File: config.mk
export PLATFORM = sky130hd
export DESIGN_NAME = i2c_cond_gen_flat
export DESIGN_NICKNAME = d
export VERILOG_FILES = /design/src/rtl/i2c_cond_gen_pkg.sv /design/src/rtl/i2c_cond_gen_if.sv /design/src/rtl/i2c_cond_gen_phase_timer.sv /design/src/rtl/i2c_cond_gen.sv /design/src/flat_wrapper.sv
export SDC_FILE = /design/constraint.sdc
export NUM_CORES = 1
export LEC_CHECK = 0
export CORE_AREA = 5 5 72 74
export DETAILED_ROUTE_END_ITERATION = 12
export DIE_AREA = 0 0 77 79
export DONT_BUFFER_PORTS = 1
export GPL_TIMING_DRIVEN = 0
export PLACE_DENSITY = 0.76
export SKIP_LAST_GASP = 1
export SYNTH_ARGS = -nofsm -noshare
export SYNTH_HDL_FRONTEND = slang
export SYNTH_SLANG_ARGS = --single-unit
File: constraint.sdc
create_clock -name clk -period 3.3 [get_ports clk]
set_input_delay 0.66 -clock clk [delete_from_list [all_inputs] [get_ports clk]]
set_output_delay 0.66 -clock clk [all_outputs]
set_load 0.01 [all_outputs]
File: src/rtl/i2c_cond_gen_pkg.sv
// Shared constants for the I2C bus-condition generator: command codes,
// FSM state encoding, per-phase {sda,scl} drive values and phase sequencing.
package i2c_cond_pkg;

    localparam logic [1:0] CMD_START  = 2'd0;
    localparam logic [1:0] CMD_RSTART = 2'd1;
    localparam logic [1:0] CMD_STOP   = 2'd2;

    typedef enum logic [2:0] {
        ST_IDLE  = 3'd0,
        ST_PRE   = 3'd1,
        ST_SETUP = 3'd2,
        ST_HOLD  = 3'd3,
        ST_TAIL  = 3'd4
    } state_t;

    // Drive pairs are {sda, scl}; 1 = release, 0 = pull low.
    localparam logic [1:0] DRV_RELEASE  = 2'b11;
    localparam logic [1:0] DRV_RS_PRE   = 2'b10;
    localparam logic [1:0] DRV_SP_PRE   = 2'b00;
    localparam logic [1:0] DRV_ST_SETUP = 2'b11;
    localparam logic [1:0] DRV_SP_SETUP = 2'b01;
    localparam logic [1:0] DRV_ST_HOLD  = 2'b01;
    localparam logic [1:0] DRV_SP_HOLD  = 2'b11;
    localparam logic [1:0] DRV_TAIL     = 2'b00;

    function automatic logic is_illegal(input logic [1:0] code, input logic owned);
        logic bad;
        bad = 1'b0;
        if (code == CMD_START && owned)                      bad = 1'b1;
        if ((code == CMD_RSTART || code == CMD_STOP) && !owned) bad = 1'b1;
        if (code == 2'd3)                                    bad = 1'b1;
        return bad;
    endfunction

    function automatic state_t first_phase(input logic [1:0] code);
        return (code == CMD_START) ? ST_SETUP : ST_PRE;
    endfunction

    function automatic state_t next_phase(input state_t s, input logic [1:0] code);
        state_t n;
        case (s)
            ST_PRE:   n = ST_SETUP;
            ST_SETUP: n = ST_HOLD;
            ST_HOLD:  n = (code == CMD_STOP) ? ST_IDLE : ST_TAIL;
            default:  n = ST_IDLE;
        endcase
        return n;
    endfunction

    function automatic logic [1:0] phase_drive(input state_t s, input logic [1:0] code);
        logic [1:0] d;
        case (s)
            ST_PRE:   d = (code == CMD_STOP) ? DRV_SP_PRE   : DRV_RS_PRE;
            ST_SETUP: d = (code == CMD_STOP) ? DRV_SP_SETUP : DRV_ST_SETUP;
            ST_HOLD:  d = (code == CMD_STOP) ? DRV_SP_HOLD  : DRV_ST_HOLD;
            ST_TAIL:  d = DRV_TAIL;
            default:  d = DRV_RELEASE;
        endcase
        return d;
    endfunction

endpackage

File: src/rtl/i2c_cond_gen_if.sv
// Command channel between the byte-level I2C master and the condition generator.
// Handshake: a command transfers on the rising clk edge where cmd_valid and
// cmd_ready are both 1; cmd_code must be stable while cmd_valid is high.
// done (and err with it) is a single-cycle completion pulse, no ready needed.
interface i2c_cond_gen_if #(
    parameter int CMD_W = 2
);
    logic             cmd_valid;
    logic             cmd_ready;
    logic [CMD_W-1:0] cmd_code;
    logic             done;
    logic             err;

    modport master (
        output cmd_valid,
        output cmd_code,
        input  cmd_ready,
        input  done,
        input  err
    );

    modport slave (
        input  cmd_valid,
        input  cmd_code,
        output cmd_ready,
        output done,
        output err
    );
endinterface

File: src/rtl/i2c_cond_gen_phase_timer.sv
// Phase length counter: loads len-1 on phase entry, counts down to 0 and
// reports expiry; stall freezes the count and holds off expiry.
module i2c_phase_timer #(
    parameter int CNT_W = 8
) (
    input  logic             clk,
    input  logic             rst,
    input  logic             load,
    input  logic [CNT_W-1:0] load_val,
    input  logic             stall,
    output logic             expired
);
    logic [CNT_W-1:0] cnt;

    always_ff @(posedge clk) begin
        if (rst) begin
            cnt <= '0;
        end else if (load) begin
            cnt <= load_val;
        end else if (!stall && cnt != '0) begin
            cnt <= cnt - CNT_W'(1);
        end
    end

    assign expired = (cnt == '0) && !stall;
endmodule

File: src/rtl/i2c_cond_gen.sv
// I2C START / repeated START / STOP generator with registered SCL/SDA drives.
// Optional CLK_STRETCH_EN: SETUP/HOLD phases stall while the slave holds SCL low.
module i2c_cond_gen
    import i2c_cond_pkg::*;
#(
    parameter int CNT_W = 8,
    parameter int CMD_W = 2
) (
    input  logic             clk,
    input  logic             rst,
    i2c_cond_gen_if.slave    cmd,
    input  logic [CNT_W-1:0] cfg_t_su,
    input  logic [CNT_W-1:0] cfg_t_hd,
    input  logic [CNT_W-1:0] cfg_t_low,
    input  logic [CNT_W-1:0] cfg_t_buf,
    input  logic             scl_in,
    output logic             scl_out,
    output logic             sda_out,
    output logic             busy,
    output logic             owned,
    output state_t           dbg_state
);
    state_t           state, state_n;
    logic [1:0]       code_in, code_q;
    logic [CNT_W-1:0] su_q, hd_q, low_q, buf_q;
    logic [CNT_W-1:0] phase_cfg;
    logic [1:0]       drv_n;
    logic             owned_n, done_n, err_n, done_q, err_q;
    logic             latch, load, stall, expired;

    function automatic logic [CNT_W-1:0] len_m1(input logic [CNT_W-1:0] c);
        return (c == '0) ? '0 : c - CNT_W'(1);
    endfunction

    assign code_in       = 2'(cmd.cmd_code);
    assign cmd.cmd_ready = (state == ST_IDLE);
    assign cmd.done      = done_q;
    assign cmd.err       = err_q;
    assign busy          = (state != ST_IDLE);
    assign dbg_state     = state;

`ifdef CLK_STRETCH_EN
    assign stall = (state == ST_SETUP || state == ST_HOLD) && !scl_in;
`else
    logic unused_scl_in;
    assign unused_scl_in = scl_in;
    assign stall         = 1'b0;
`endif

    i2c_phase_timer #(.CNT_W(CNT_W)) u_timer (
        .clk      (clk),
        .rst      (rst),
        .load     (load),
        .load_val (len_m1(phase_cfg)),
        .stall    (stall),
        .expired  (expired)
    );

    // Lines are driven from the next state so they change on the same edge
    // as the state; IDLE keeps whatever the last phase left on the bus.
    always_comb begin
        state_n   = state;
        load      = 1'b0;
        latch     = 1'b0;
        phase_cfg = '0;
        drv_n     = {sda_out, scl_out};
        owned_n   = owned;
        done_n    = 1'b0;
        err_n     = 1'b0;
        if (state == ST_IDLE) begin
            if (cmd.cmd_valid) begin
                if (is_illegal(code_in, owned)) begin
                    done_n = 1'b1;
                    err_n  = 1'b1;
                end else begin
                    latch     = 1'b1;
                    load      = 1'b1;
                    state_n   = first_phase(code_in);
                    phase_cfg = (code_in == CMD_START) ? cfg_t_su : cfg_t_low;
                    drv_n     = phase_drive(first_phase(code_in), code_in);
                end
            end
        end else if (expired) begin
            state_n = next_phase(state, code_q);
            if (state_n == ST_IDLE) begin
                done_n  = 1'b1;
                owned_n = (code_q != CMD_STOP);
            end else begin
                load  = 1'b1;
                drv_n = phase_drive(state_n, code_q);
                case (state_n)
                    ST_PRE, ST_TAIL: phase_cfg = low_q;
                    ST_SETUP:        phase_cfg = su_q;
                    ST_HOLD:         phase_cfg = (code_q == CMD_STOP) ? buf_q : hd_q;
                    default:         phase_cfg = '0;
                endcase
            end
        end
    end

    always_ff @(posedge clk) begin
        if (rst) begin
            state   <= ST_IDLE;
            sda_out <= 1'b1;
            scl_out <= 1'b1;
            owned   <= 1'b0;
            done_q  <= 1'b0;
            err_q   <= 1'b0;
            code_q  <= CMD_START;
            su_q    <= '0;
            hd_q    <= '0;
            low_q   <= '0;
            buf_q   <= '0;
        end else begin
            state              <= state_n;
            {sda_out, scl_out} <= drv_n;
            owned              <= owned_n;
            done_q             <= done_n;
            err_q              <= err_n;
            if (latch) begin
                code_q <= code_in;
                su_q   <= cfg_t_su;
                hd_q   <= cfg_t_hd;
                low_q  <= cfg_t_low;
                buf_q  <= cfg_t_buf;
            end
        end
    end
endmodule

File: src/flat_wrapper.sv
// flat-port wrapper written by rule: the top's interface ports become plain ports
module i2c_cond_gen_flat import i2c_cond_pkg::*;
#(
    parameter int CNT_W = 8,
    parameter int CMD_W = 2
)
  (clk, rst, cfg_t_su, cfg_t_hd, cfg_t_low, cfg_t_buf, scl_in, scl_out, sda_out, busy, owned, dbg_state, cmd_cmd_valid, cmd_cmd_code, cmd_cmd_ready, cmd_done, cmd_err);
  i2c_cond_gen_if #(.CMD_W(CMD_W)) cmd_i ();
  input  logic clk;
  input  logic rst;
  input  logic [CNT_W-1:0] cfg_t_su;
  input  logic [CNT_W-1:0] cfg_t_hd;
  input  logic [CNT_W-1:0] cfg_t_low;
  input  logic [CNT_W-1:0] cfg_t_buf;
  input  logic scl_in;
  output logic scl_out;
  output logic sda_out;
  output logic busy;
  output logic owned;
  output state_t dbg_state;
  input wire logic [$bits(cmd_i.cmd_valid)-1:0] cmd_cmd_valid;
  input wire logic [$bits(cmd_i.cmd_code)-1:0] cmd_cmd_code;
  output wire logic [$bits(cmd_i.cmd_ready)-1:0] cmd_cmd_ready;
  output wire logic [$bits(cmd_i.done)-1:0] cmd_done;
  output wire logic [$bits(cmd_i.err)-1:0] cmd_err;
  assign cmd_i.cmd_valid = cmd_cmd_valid;
  assign cmd_i.cmd_code = cmd_cmd_code;
  assign cmd_cmd_ready = cmd_i.cmd_ready;
  assign cmd_done = cmd_i.done;
  assign cmd_err = cmd_i.err;
  i2c_cond_gen #(.CNT_W(CNT_W), .CMD_W(CMD_W)) u_core (.clk(clk), .rst(rst), .cmd(cmd_i), .cfg_t_su(cfg_t_su), .cfg_t_hd(cfg_t_hd), .cfg_t_low(cfg_t_low), .cfg_t_buf(cfg_t_buf), .scl_in(scl_in), .scl_out(scl_out), .sda_out(sda_out), .busy(busy), .owned(owned), .dbg_state(dbg_state));
endmodule
# --- After elaboration in Yosys (flattened, before gate mapping) ---
# Cells that the tools add are included.
# W data, S select, Z words.
totals:
  register_bits: 50
  in_bits: 38
  wordCells: 101
op_classes:
  eq_ne: 19
  n_bitwise: 1
  mux: 49
  add_sub_neg: 2
  n_reduce_logical: 18
op_table:
  columns: ["op", "count"]
  rows:
  - ["$mux W8", 10]
  - ["$mux W2", 12]
  - ["$pmux W8 S3", 1]
  - ["$mux W3", 7]
  - ["$eq A3 B2 Y1 const B", 6]
  - ["$logic_not A8 Y1", 2]
  - ["$mux W1", 16]
  - ["$pmux W2 S4", 2]
  - ["$sub A8 B1 Y8 const B", 2]
  - ["$eq A3 B1 Y1 const B", 3]
  - ["$pmux W3 S3", 1]
  - ["$ne A2 B2 Y1 const B", 4]
  - ["$reduce_bool A8 Y1", 1]
  - ["$eq A2 B2 Y1 const B", 3]
  - ["$eq A3 B3 Y1 const B", 2]
  - ["$logic_not A3 Y1", 2]
  - ["$reduce_and A3 Y1", 2]
  - ["$reduce_and A4 Y1", 1]
  - ["$reduce_bool A2 Y1", 2]
  - ["$reduce_or A2 Y1", 2]
  - ["$reduce_bool A3 Y1", 1]
  - ["$eq A2 B1 Y1 const B", 1]
  - ["$logic_and A1 B1 Y1", 2]
  - ["$logic_not A2 Y1", 1]
  - ["other kinds (3)", 3]

# --- Logic depth before layout (Yosys ltp) ---
# Gate-level depths: netlist of run 1.
depth:
  ltp_word: 14
  mapped_depth: 11
  depth_no_buf: 10

# --- By module ---
# A second synthesis of run 1 with hierarchy kept.
hier_totals:
  cells_unflattened: 366
  area_unflattened_um2: 2771.4
by_module_without_submodules:
  columns: ["module", "cells_per_inst", "seq_area_each_um2", "n_inst", "area_each_um2"]
  rows:
  - ["i2c_cond_gen", 301, 840.8, 1, 2247.2]
  - ["i2c_phase_timer", 65, 160.2, 1, 524.3]

# --- Worst setup path before layout of run 1 ---
# Ideal clock, no wire load.
synth_path:
  path_kind: "input -> register"
  from: "in cmd_cmd_code[0]"
  to: "reg u_core.u_timer.cnt[7]"
  arrival_ns: 2.621
  path_buffers: 2
  stages: 9
  path_slack_ns: 0.621
  path_cell_list: "inv_1 -> ha_1 -> clkbuf_1 -> buf_1 -> mux2_2 -> a22oi_1 -> nand3_1 -> nor4_1 -> a211o_1"
synth_between:
  elab_chain_cells: 13
synth_lines:
  columns: ["item", "line_no", "text"]
  rows:
  - ["from (decl)", "flat_wrapper.sv:22", "input wire logic [$bits(cmd_i.cmd_code)-1:0] cmd_cmd_code;"]
  - ["$logic_not A2 Y1, or another cell as far along", "i2c_cond_gen_pkg.sv:30, i2c_cond_gen.sv:79", null]
  - ["$logic_and A1 B1 Y1 / $logic_or A1 B1 Y1 (equally long branches)", "i2c_cond_gen_pkg.sv:30, i2c_cond_gen_pkg.sv:31", null]
  - ["$mux W1 / $logic_and A1 B1 Y1 (equally long branches)", "i2c_cond_gen_pkg.sv:30, i2c_cond_gen_pkg.sv:31", null]
  - ["$mux W1", "i2c_cond_gen_pkg.sv:31", "if ((code == CMD_RSTART || code == CMD_STOP) && !owned) bad = 1'b1;"]
  - ["$mux W1", "i2c_cond_gen_pkg.sv:32", "if (code == 2'd3) bad = 1'b1;"]
  - ["$mux W1", "i2c_cond_gen.sv:71", "if (cmd.cmd_valid) begin"]
  - ["$mux W1", "i2c_cond_gen.sv:70", "if (state == ST_IDLE) begin"]
  - ["$mux W8", "i2c_cond_gen.sv:72", "if (is_illegal(code_in, owned)) begin"]
  - ["$mux W8", "i2c_cond_gen.sv:71", null]
  - ["$mux W8", "i2c_cond_gen.sv:70", null]
  - ["$sub A8 B1 Y8 / $logic_not A8 Y1 (equally long branches)", "i2c_cond_gen.sv:32", "return (c == '0) ? '0 : c - CNT_W'(1);"]
  - ["$mux W8", "i2c_cond_gen.sv:32", null]
  - ["$mux W8", "i2c_cond_gen_phase_timer.sv:18", "end else if (load) begin"]
  - ["to (signal assigned)", "i2c_cond_gen_phase_timer.sv:19", "cnt <= load_val;"]
  - ["to (signal assigned)", "i2c_cond_gen_phase_timer.sv:21", "cnt <= cnt - CNT_W'(1);"]
  - ["to (decl)", "i2c_cond_gen_phase_timer.sv:13", "logic [CNT_W-1:0] cnt;"]
# Several ways; a longest one is shown, not always the timed one. The select of a mux whose other input is x is not followed.
# A chain may end at the register's enable or synchronous reset.

# --- Worst setup path in the final report of run 1 ---
layout_path:
  from: "reg u_core.u_timer.cnt[0]"
  to: "reg u_core.u_timer.cnt[7]"
layout_between:
  elab_chain_cells: 6
layout_lines:
  columns: ["item", "line_no", "text"]
  rows:
  - ["$logic_not A8 Y1", "i2c_cond_gen_phase_timer.sv:25", "assign expired = (cnt == '0) && !stall;"]
  - ["$mux W8", "i2c_cond_gen.sv:83", "end else if (expired) begin"]
  - ["$mux W8", "i2c_cond_gen.sv:70", null]
  - ["$sub A8 B1 Y8 / $logic_not A8 Y1 (equally long branches)", "i2c_cond_gen.sv:32", null]
  - ["$mux W8", "i2c_cond_gen.sv:32", null]
  - ["$mux W8", "i2c_cond_gen_phase_timer.sv:18", null]
# Several ways; a longest one is shown, not always the timed one. The select of a mux whose other input is x is not followed.

==> flow_metrics.tcl, run 1 <==
set metrics [dict create \
    status "finished clean" \
    end_kind "register" \
    yosysUniqueCellTypes 51 \
    syn_to_final_growth_pct 7.70 \
    tightest_slew_ns 1.11 \
    insertedDiodeCount 0 \
    p_seq_share_pct 39.6 \
    switchingPower_mw 0.662 \
    cts_tree "built" \
    crit_chain "inv_1 > ha_1 > nor3b_1 > nand2_1 > nor3b_2 > a21oi_1 > ha_1 > a21bo_2 > nor4_1 > a211o_1" \
    maxSlewViolCount 0 \
    wl_um 6490 \
    cts.sinks 50 \
    finalHoldViolations 0 \
    gr-total-overflow 0 \
    p_clk_share_pct 27.0 \
    cts_buffers 5 \
    dieArea_um2 6080 \
    hpwl_um 4900 \
    drtAntennaViolNets 0 \
    ff2ff_setup_slack_ns 0.45 \
    placed_cells 394 \
    grt_use_total_pct 22.0 \
    ys.warnings.count 0 \
    clk_path_buf_depth 2 \
    fin_skew_ns 0.0108 \
    setup_viol 0 \
    synth.mux.area_fraction_pct 6.43 \
    post_cts_resized 0 \
    antenna_found_initial 0 \
    synth_compound_area_share_pct 20.6 \
    rsz0062_at_grt "false" \
    internal_power_mw 1.25 \
    fin_cells 402 \
    start_util_pct 58.8 \
    pre_cts_slack_ns 0.214 \
    place_congestion 0.850 \
    period_share_pct 86.4 \
    yosys-top-cells-area "dfxtp_1 (38%), nand2_1 (12%), a21oi_1 (8.1%)" \
    synth_top_family_by_area "simple AND/OR/NAND/NOR gates" \
    portBuffers 0 \
    final.min_clock_period_ns 2.85 \
    drc_errors 0 \
    netlist_instances 340 \
    root_buffer "clkbuf_8" \
    fmax_mhz 351 \
    synth_top_area_cell "dfxtp_1" \
    peakVddDrop_v 0.000430 \
    hold_buffers 0 \
    path_max_fanout 9 \
    crit_path_frequent_cell "ha_1" \
    synth_xor_area_share_pct 3.29 \
    start_kind "register" \
    holdWs_ns 0.458 \
    ys.flop_type "dfxtp_1" \
    syn-num-nets 385 \
    viasPerCell 5.90 \
    dr.pass1.iters 4 \
    worst_path_largest_cell_delay_ns 0.60 \
    synthArstFlopShare_pct 0 \
    nNetsFinal 392 \
    setup_tns_ns 0 \
    crit_path_top_delay_cell "nor3b_2" \
    worstPathArrival_ns 3.11 \
    htreeDepth 2 \
    core_um2 4540 \
    yosys.area_share.simple_pct 24.3 \
    drt-initial-drc-count 126 \
    num_vias 2373 \
    max_slew_margin_pct 26.2 \
    hp-class "reg2reg" \
    power_mw 1.91 \
    grt_max_degree 17 \
    p_leak_nw 1.13 \
    power_frac_comb_pct 33.4 \
    cap_violations 0 \
    row_count 25 \
    yosysTopAreaCellShare_pct 37.6 \
    ys_seq_elements 50 \
    yosys.area_share.adder_pct 3.29 \
    clk_pin_slew_worst_paths_ns 0.10 \
    crit_required_ns 3.56 \
    synth.cell_area_um2 2670 \
    dieHeight_um 79 \
    ys_seq_area_share_pct 37.6 \
    setup_ws_ns 0.449 \
    grt_pass1_vias 2312 \
    wire_per_inst_um 16.2 \
    cts_setup_buffers 0 \
    syn_avg_cell_area_um2 7.84 \
    die_w_um 77 \
    synth-edff-count 0 \
    grt_pass1_wl_um 11000 \
    layout-drive-gt1-share_pct 6.90 \
    power.density_nw_per_um2 665 \
    p_sw_share_pct 34.7 \
    pin_count 48 \
    critPathKind "reg2reg" \
    worstSkewPairLatency_ns 0.30 \
]
[layout make-up]
cell class | instances | area, um^2
multi-input combinational | 261 | 1540
sequential | 50 | 1000
fill | 441 | 1670
buffer | 22 | 96.3
clock buffer | 5 | 68.8
tap | 54 | 67.6
inverter | 7 | 26.3
clock inverter | 3 | 68.8
[through the flow]
step	utilization, %	cell area [um^2]
floorplan	-	2670
detailed placement	60.2	2730
CTS	63.3	2870
finish	63.3	2870
global route	63.3	2870
global placement	60.2	2730
[Yosys cell counts, types with 3 or more instances]
| master | count |
|---|---|
| a32oi_1 | 4 |
| nor2_1 | 17 |
| buf_2 | 5 |
| mux2i_1 | 16 |
| a21oi_1 | 43 |
| nand2b_1 | 3 |
| o211ai_1 | 7 |
| clkbuf_1 | 14 |
| xnor2_1 | 6 |
| dfxtp_1 | 50 |
| or3_1 | 3 |
| nor3_1 | 8 |
| o21ai_0 | 6 |
| nand2_1 | 84 |
| nand3_1 | 11 |
| o22ai_1 | 6 |
| ha_1 | 7 |
| inv_1 | 7 |
| xor2_1 | 4 |
[metal layers]
layer / part of all wire, % / track usage, % / up-vias / routed length (um)
li1: - / - / 1194 / -
met1: 43 / 27.5 / 1099 / 2810
met2: 49 / 38.0 / 70 / 3170
met3: 6.5 / 4.65 / 10 / 419
met4: 1.4 / 6.36 / 0 / 91
met5: 0 / 0 / - / 0
[flip-flops by register name (all words and copies together), names as in the netlist]
register,count
u_core.buf_q,8
u_core.cmd.done,1
u_core.cmd.err,1
u_core.code_q,2
u_core.dbg_state,3
u_core.hd_q,8
u_core.low_q,8
u_core.owned,1
u_core.scl_out,1
u_core.sda_out,1
u_core.su_q,8
u_core.u_timer.cnt,8
[worst max-delay path: cells and delay by family, from the launching register on]
family | cells | cell delay, ns
simple gates | 4 | 1.32
compound gates | 3 | 0.60
fa+ha+maj | 2 | 0.43
flops | 1 | 0.33
buf+inv | 1 | 0.13
[placed cells by master (no fill, tap or decap), types with 2 or more instances in the layout]
| master | n |
|---|---|
| a211o_1 | 2 |
| a21o_1 | 2 |
| a21oi_1 | 43 |
| a221oi_1 | 2 |
| a32oi_1 | 4 |
| and3_1 | 2 |
| buf_1 | 2 |
| buf_2 | 5 |
| bufinv_16 | 2 |
| clkbuf_1 | 14 |
| clkbuf_8 | 5 |
| dfxtp_1 | 50 |
| ha_1 | 7 |
| inv_1 | 7 |
| mux2i_1 | 16 |
| nand2_1 | 84 |
| nand2b_1 | 3 |
| nand3_1 | 11 |
| nor2_1 | 17 |
| nor3_1 | 8 |
| nor3b_1 | 2 |
| nor4_1 | 2 |
| o211ai_1 | 7 |
| o21ai_0 | 6 |
| o22ai_1 | 6 |
| or3_1 | 3 |
| xnor2_1 | 6 |
| xor2_1 | 4 |
[power groups by stage]
stage,logic [mW],registers [mW],clock network (mW)
2_1_floorplan,0.514,0.755,0
3_3_place_gp,0.619,0.767,0
3_5_place_dp,0.633,0.772,0
4_1_cts,0.639,0.757,0.521
5_1_grt,0.719,0.766,0.553
6_report,0.637,0.755,0.515
[kinds of logic (layout without fill, tap and decap cells)]
| kind of cell | after synthesis | in the layout |
|---|---|---|
| xor+xnor | 10 | 10 |
| simple gates | 143 | 143 |
| mux | 17 | 17 |
| fa+ha+maj | 7 | 7 |
| flops | 50 | 50 |
| compound gates | 84 | 84 |
| buf+inv | 29 | 37 |
[final timing paths]
path / endpoint / cells past startpoint / start
worst max-delay path: u_core.u_timer.cnt[7] / 10 / u_core.u_timer.cnt[0]
worst min-delay path: u_core.hd_q[1] / 2 / u_core.hd_q[1]
worst max register to register: u_core.u_timer.cnt[7] / 10 / u_core.u_timer.cnt[0]
worst min register to register: u_core.hd_q[1] / 2 / u_core.hd_q[1]
Power figures use the tool's default switching activity.
==> run 2, diff against run 1 <==
- ABC_CLOCK_PERIOD_IN_PS: default -> 3300
- CORE_AREA: 5 5 72 74 -> 5 5 73 75
- DIE_AREA: 0 0 77 79 -> 0 0 78 80
- PLACE_DENSITY: 0.76 -> 0.77
- SYNTH_HIERARCHICAL: default -> 1
==> run 2 against run 1 <==
  * Clock skew down 0.0077 ns
  * Sequential power down 4.2%
  * Synthesized cell count up 7.6%
  * Maximum frequency down 8.9%
  * Hold slack better by 0.00099 ns
  * Non-clock buffer count up 5
  * Clock-buffer cell count up 1
  * Sequential cell count unchanged
  * Worst setup slack worse by 0.28 ns
  * Sequential share of layout area down 2.2 points
  * Synthesized area up 4.0%
  * Utilization up 3.3 points
  * Critical path type unchanged
  * Largest cell class unchanged
==> flow_metrics.tcl, run 2 <==
set metrics [dict create \
    synth_top_area_cell "dfxtp_1" \
    synth.cell_area_um2 2770 \
    row_count 25 \
    path_delay_family "simple AND/OR/NAND/NOR gates" \
    crit_buf_inv 2 \
    synth-edff-count 0 \
    hpwl_um 5380 \
    clk_pin_slew_worst_paths_ns 0.09 \
    pin_count 48 \
    insertedDiodeCount 0 \
    setup_viol 0 \
    nNetsFinal 426 \
    p_seq_share_pct 40.4 \
    mostFrequentLayoutCell "nand2_1" \
    antenna_found_initial 0 \
    root_buffer "clkbuf_8" \
    finalHoldViolations 0 \
    maxSlewViolCount 0 \
    htreeDepth 2 \
    ys.warnings.count 6 \
    drc_errors 0 \
    place_congestion 0.898 \
    synthArstFlopShare_pct 0 \
    path_max_fanout 7 \
    start_util_pct 60.3 \
    worstPathArrival_ns 3.31 \
    crit_required_ns 3.48 \
    power.density_nw_per_um2 585 \
    worstSkewPairLatency_ns 0.30 \
    grt_use_total_pct 25.4 \
    power_mw 1.79 \
    gr-total-overflow 0 \
    rsz0062_at_grt "true" \
    status "finished clean" \
    cts_tree "built" \
    setup_ws_ns 0.170 \
    portBuffers 0 \
    dieHeight_um 80 \
    crit_chain "or4_1 > buf_2 > nor4_4 > nor4b_4 > buf_4 > a21oi_1 > ha_1 > nand4_1 > nand3_1 > mux2i_1 > nor2_1 > a2111oi_0" \
    ys.flop_type "dfxtp_1" \
    power_frac_comb_pct 29.9 \
    grt_pass1_wl_um 12600 \
    pre_cts_slack_ns -0.277 \
    wl_um 7680 \
    max_slew_margin_pct 57.5 \
    ys_seq_elements 50 \
    fin_skew_ns 0.00310 \
    end_kind "register" \
    critPathKind "reg2reg" \
    tightest_slew_ns 0.637 \
    cap_violations 0 \
    switchingPower_mw 0.592 \
    core_um2 4600 \
    num_vias 2679 \
    die_w_um 78 \
    grt_max_degree 16 \
    cts_buffers 5 \
    yosys-top-cells-area "dfxtp_1 (36%), nand2_1 (12%), a21oi_1 (8.5%)" \
    worst_path_largest_cell_delay_ns 0.52 \
    holdWs_ns 0.459 \
    cts.sinks 50 \
    fmax_mhz 320 \
    period_share_pct 94.8 \
    crit_path_top_delay_cell "or4_1" \
    hold_buffers 0 \
    syn_avg_cell_area_um2 7.57 \
    fillCellCount 412 \
    clk_path_buf_depth 2 \
    p_clk_share_pct 29.7 \
    final.min_clock_period_ns 3.13 \
    grt_pass1_vias 2652 \
    synthTopCellsByCount "nand2_1 (85), dfxtp_1 (50), a21oi_1 (47)" \
    ys_seq_area_share_pct 36.1 \
    hp-class "reg2reg" \
    p_sw_share_pct 33.0 \
    peakVddDrop_v 0.000399 \
    drtAntennaViolNets 0 \
    yosysTopAreaCellShare_pct 36.1 \
    post-route-util_pct 66.6 \
    yosysUniqueCellTypes 55 \
    layout-drive-gt1-share_pct 9.40 \
    netlist_instances 366 \
    viasPerCell 6.13 \
    setup_tns_ns 0 \
    yosysMostFrequentCell "nand2_1" \
    start_kind "register" \
    p_leak_nw 1.13 \
    drt-initial-drc-count 171 \
    internal_power_mw 1.20 \
    dieArea_um2 6240 \
    syn_to_final_growth_pct 10.4 \
    wire_per_inst_um 17.6 \
    final_cell_mix "nand2_1 (85), dfxtp_1 (50), a21oi_1 (47)" \
    dr.pass1.iters 5 \
]
[run 2: area by class of cell]
cell class	count	area (um^2)	area share, %
plain buffers	23	100	3.27
clock buffers	6	82.6	2.70
clock inverters	2	60.1	1.96
inverters	19	71.3	2.33
multi-input cells	279	1650	53.8
flip-flops and latches	50	1000	32.7
well taps	54	67.6	2.21
repair buffers	4	30.0	0.981
[run 2: through the flow]
step                cells  area [um^2]
detailed placement    425         2860
finish                437         3060
global route          437         3060
global placement      425         2860
floorplan             371         2790
CTS                   437         3040
[run 2: kinds of logic after synthesis]
| kind of cell | count (synthesis) | synth area share (%) |
|---|---|---|
| XOR/XNOR | 1 | 0.316 |
| AO/OA/AOI/OAI | 94 | 21.9 |
| AND/OR/NAND/NOR | 154 | 26.3 |
| multiplexers | 18 | 6.50 |
| buffers and inverters | 42 | 6.09 |
| flip-flops | 50 | 36.1 |
| adder cells (fa/ha/maj) | 6 | 2.71 |
| other | 1 | 0.135 |
[run 2: layer usage]
metal / share of wire, % / global-route usage (%) / vias up
li1: - / - / 1304
met1: 41 / 30.0 / 1240
met2: 48 / 41.3 / 112
met3: 7.9 / 7.22 / 23
met4: 3.2 / 13.7 / 0
met5: 0 / 0 / -
[run 2: final timing paths]
path / to / from / depth (start not counted) / slack (ns)
hold / removal: u_core/hd_q[7] / u_core/hd_q[7] / 2 / 0.46
hold reg to reg: u_core/hd_q[7] / u_core/hd_q[7] / 2 / 0.46
setup reg to reg: u_core/u_timer/cnt[5] / u_core/u_timer/cnt[3] / 12 / 0.17
setup / recovery: u_core/u_timer/cnt[5] / u_core/u_timer/cnt[3] / 12 / 0.17
[run 2: tightest hold or removal path: stages (launching register included)]
cell and delay, ns:
dfxtp_1 0.32, nand2_1 0.05, a21oi_1 0.05
[run 2: power groups by stage]
| stage | clock network [mW] | logic, mW | registers [mW] |
|---|---|---|---|
| floorplan | 0 | 0.395 | 0.722 |
| global placement | 0 | 0.488 | 0.733 |
| detailed placement | 0 | 0.493 | 0.736 |
| CTS | 0.539 | 0.508 | 0.722 |
| global route | 0.566 | 0.595 | 0.734 |
| finish | 0.532 | 0.536 | 0.723 |
[run 2: what timing repair did]
| action | CTS | global route |
|---|---|---|
| buffers inserted | 4 | 0 |
| gates resized for setup | 1 | 7 |
| endpoints found under the setup margin | 8 | 6 |
==> run 3, diff against run 2 <==
- CORE_AREA: 5 5 73 75 -> 2 2 70 72
- DIE_AREA: 0 0 78 80 -> 0 0 72 74
==> run 3 against run 2 <==
  * Worst setup slack gained 0.019 ns
  * Via count shrank 1.5%
  * Clock power shrank 16%
  * Die area shrank 15%
  * Largest power group unchanged
  * Register-to-register slack gained 0.02 ns
  * Wire length shrank 8.5%
  * Sequential share of layout area grew 0.49 points
  * Global-route usage grew 2.1 points
  * Sequential cell count is the same
  * Utilization shrank 0.98 points
  * Critical path depth is the same
==> flow_metrics.tcl, run 3 (synthesis gave the netlist of run 2 again) <==
set metrics [dict create \
    dieArea_um2 5330 \
    dieHeight_um 74 \
    die_w_um 72 \
    fmax_mhz 322 \
    fillCellCount 427 \
    layout-drive-gt1-share_pct 8.68 \
    finalInstanceArea_um2 3020 \
    status "finished clean" \
    root_buffer "clkbuf_8" \
    fin_cells 434 \
    mostFrequentLayoutCell "nand2_1" \
    place_congestion 0.864 \
    row_count 25 \
    cap_violations 0 \
    portBuffers 0 \
    critPathKind "reg2reg" \
    pre_cts_slack_ns -0.257 \
    period_share_pct 94.3 \
    nNetsFinal 424 \
    drtAntennaViolNets 0 \
    postPlaceCellArea_um2 2860 \
    drt-initial-drc-count 205 \
    antenna_found_initial 0 \
    num_vias 2639 \
    fin_skew_ns 0.0110 \
    grt_max_degree 15 \
    dr.pass1.iters 5 \
    viasPerCell 6.08 \
    finalHoldViolations 0 \
    maxSlewViolCount 0 \
    final.min_clock_period_ns 3.11 \
    setup_viol 0 \
    path_max_fanout 7 \
    final_cell_mix "nand2_1 (85), dfxtp_1 (50), a21oi_1 (47)" \
    clk_pin_slew_worst_paths_ns 0.09 \
    drc_errors 0 \
    grt_pass1_vias 2458 \
    setup_ws_ns 0.190 \
    hpwl_um 4990 \
    max_slew_margin_pct 30.9 \
    insertedDiodeCount 0 \
    start_util_pct 60.3 \
    power.density_nw_per_um2 563 \
    wl_um 7030 \
    syn_to_final_growth_pct 8.80 \
    holdWs_ns 0.456 \
    grt_pass1_wl_um 11300 \
    power_mw 1.70 \
    placed_cells 425 \
    cts_tree "built" \
    worstPathArrival_ns 3.32 \
    peakVddDrop_v 0.000343 \
    wire_per_inst_um 16.2 \
    cts_buffers 5 \
    gr-total-overflow 0 \
    post-route-util_pct 65.6 \
    hold_buffers 0 \
    end_kind "register" \
    p_leak_nw 1.10 \
    pin_count 48 \
    worstSkewPairLatency_ns 0.31 \
    htreeDepth 2 \
    setup_tns_ns 0 \
    crit_required_ns 3.51 \
    start_kind "register" \
    core_um2 4600 \
    grt_use_total_pct 27.4 \
    tightest_slew_ns 1.03 \
    clk_path_buf_depth 2 \
    cts.sinks 50 \
    hp-class "reg2reg" \
]
## run 3: cell count changes in the layout (fill, tap and decap cells not counted)
cell,previous run,this run
buf_4,4,2
a2111oi_1,1,0
a2111oi_2,0,1
bufinv_16,2,1
nor3b_1,1,2
nor3b_2,1,0
## run 3: final cells by class
class	count	area, um^2	area share (%)
timing repair buffer	2	15.0	0.498
multi-input combinational	279	1650	54.6
clock inverter	1	30.0	0.996
clock buffer	6	82.6	2.74
sequential	50	1000	33.2
buffer	23	100	3.32
inverter	19	71.3	2.37
tap	54	67.6	2.24
## run 3: layer usage
| layer | wire length [um] | track usage (%) |
|---|---|---|
| met1 | 2910 | 35.1 |
| met2 | 3330 | 46.1 |
| met3 | 641 | 5.56 |
| met4 | 144 | 10.5 |
| met5 | 0 | 0 |
## run 3: path summary, 6_finish.rpt
| check | from | endpoint | slack, ns | depth (start not counted) |
|---|---|---|---|---|
| max | u_core/u_timer/cnt[3] | u_core/u_timer/cnt[5] | 0.19 | 12 |
| min | u_core/buf_q[5] | u_core/buf_q[5] | 0.46 | 2 |
| max reg2reg | u_core/u_timer/cnt[3] | u_core/u_timer/cnt[5] | 0.19 | 12 |
| min reg2reg | u_core/buf_q[5] | u_core/buf_q[5] | 0.46 | 2 |
## run 3: what timing repair did
action,CTS,global route
hold endpoints to repair,0,0
setup endpoints to repair,8,6
gates resized for setup,1,7
cloned,0,0
buffers inserted,2,0
## run 3: report_power, final
part / switching [mW] / leakage [nW] / total (mW) / internal, mW
sequential: 0.0508 / 0.408 / 0.720 / 0.670
combinational: 0.326 / 0.634 / 0.533 / 0.207
clock: 0.202 / 0.0573 / 0.445 / 0.243
total: 0.579 / 1.10 / 1.70 / 1.12
## run 3: critical path, cell delays in order (launching register included)
cell	delay, ns
dfxtp_1	0.37
or4_1	0.52
buf_2	0.18
nor4_4	0.30
nor4b_4	0.25
buf_4	0.20
a21oi_1	0.15
ha_1	0.25
nand4_1	0.15
nand3_1	0.12
mux2i_1	0.18
nor2_1	0.09
a2111oi_2	0.26
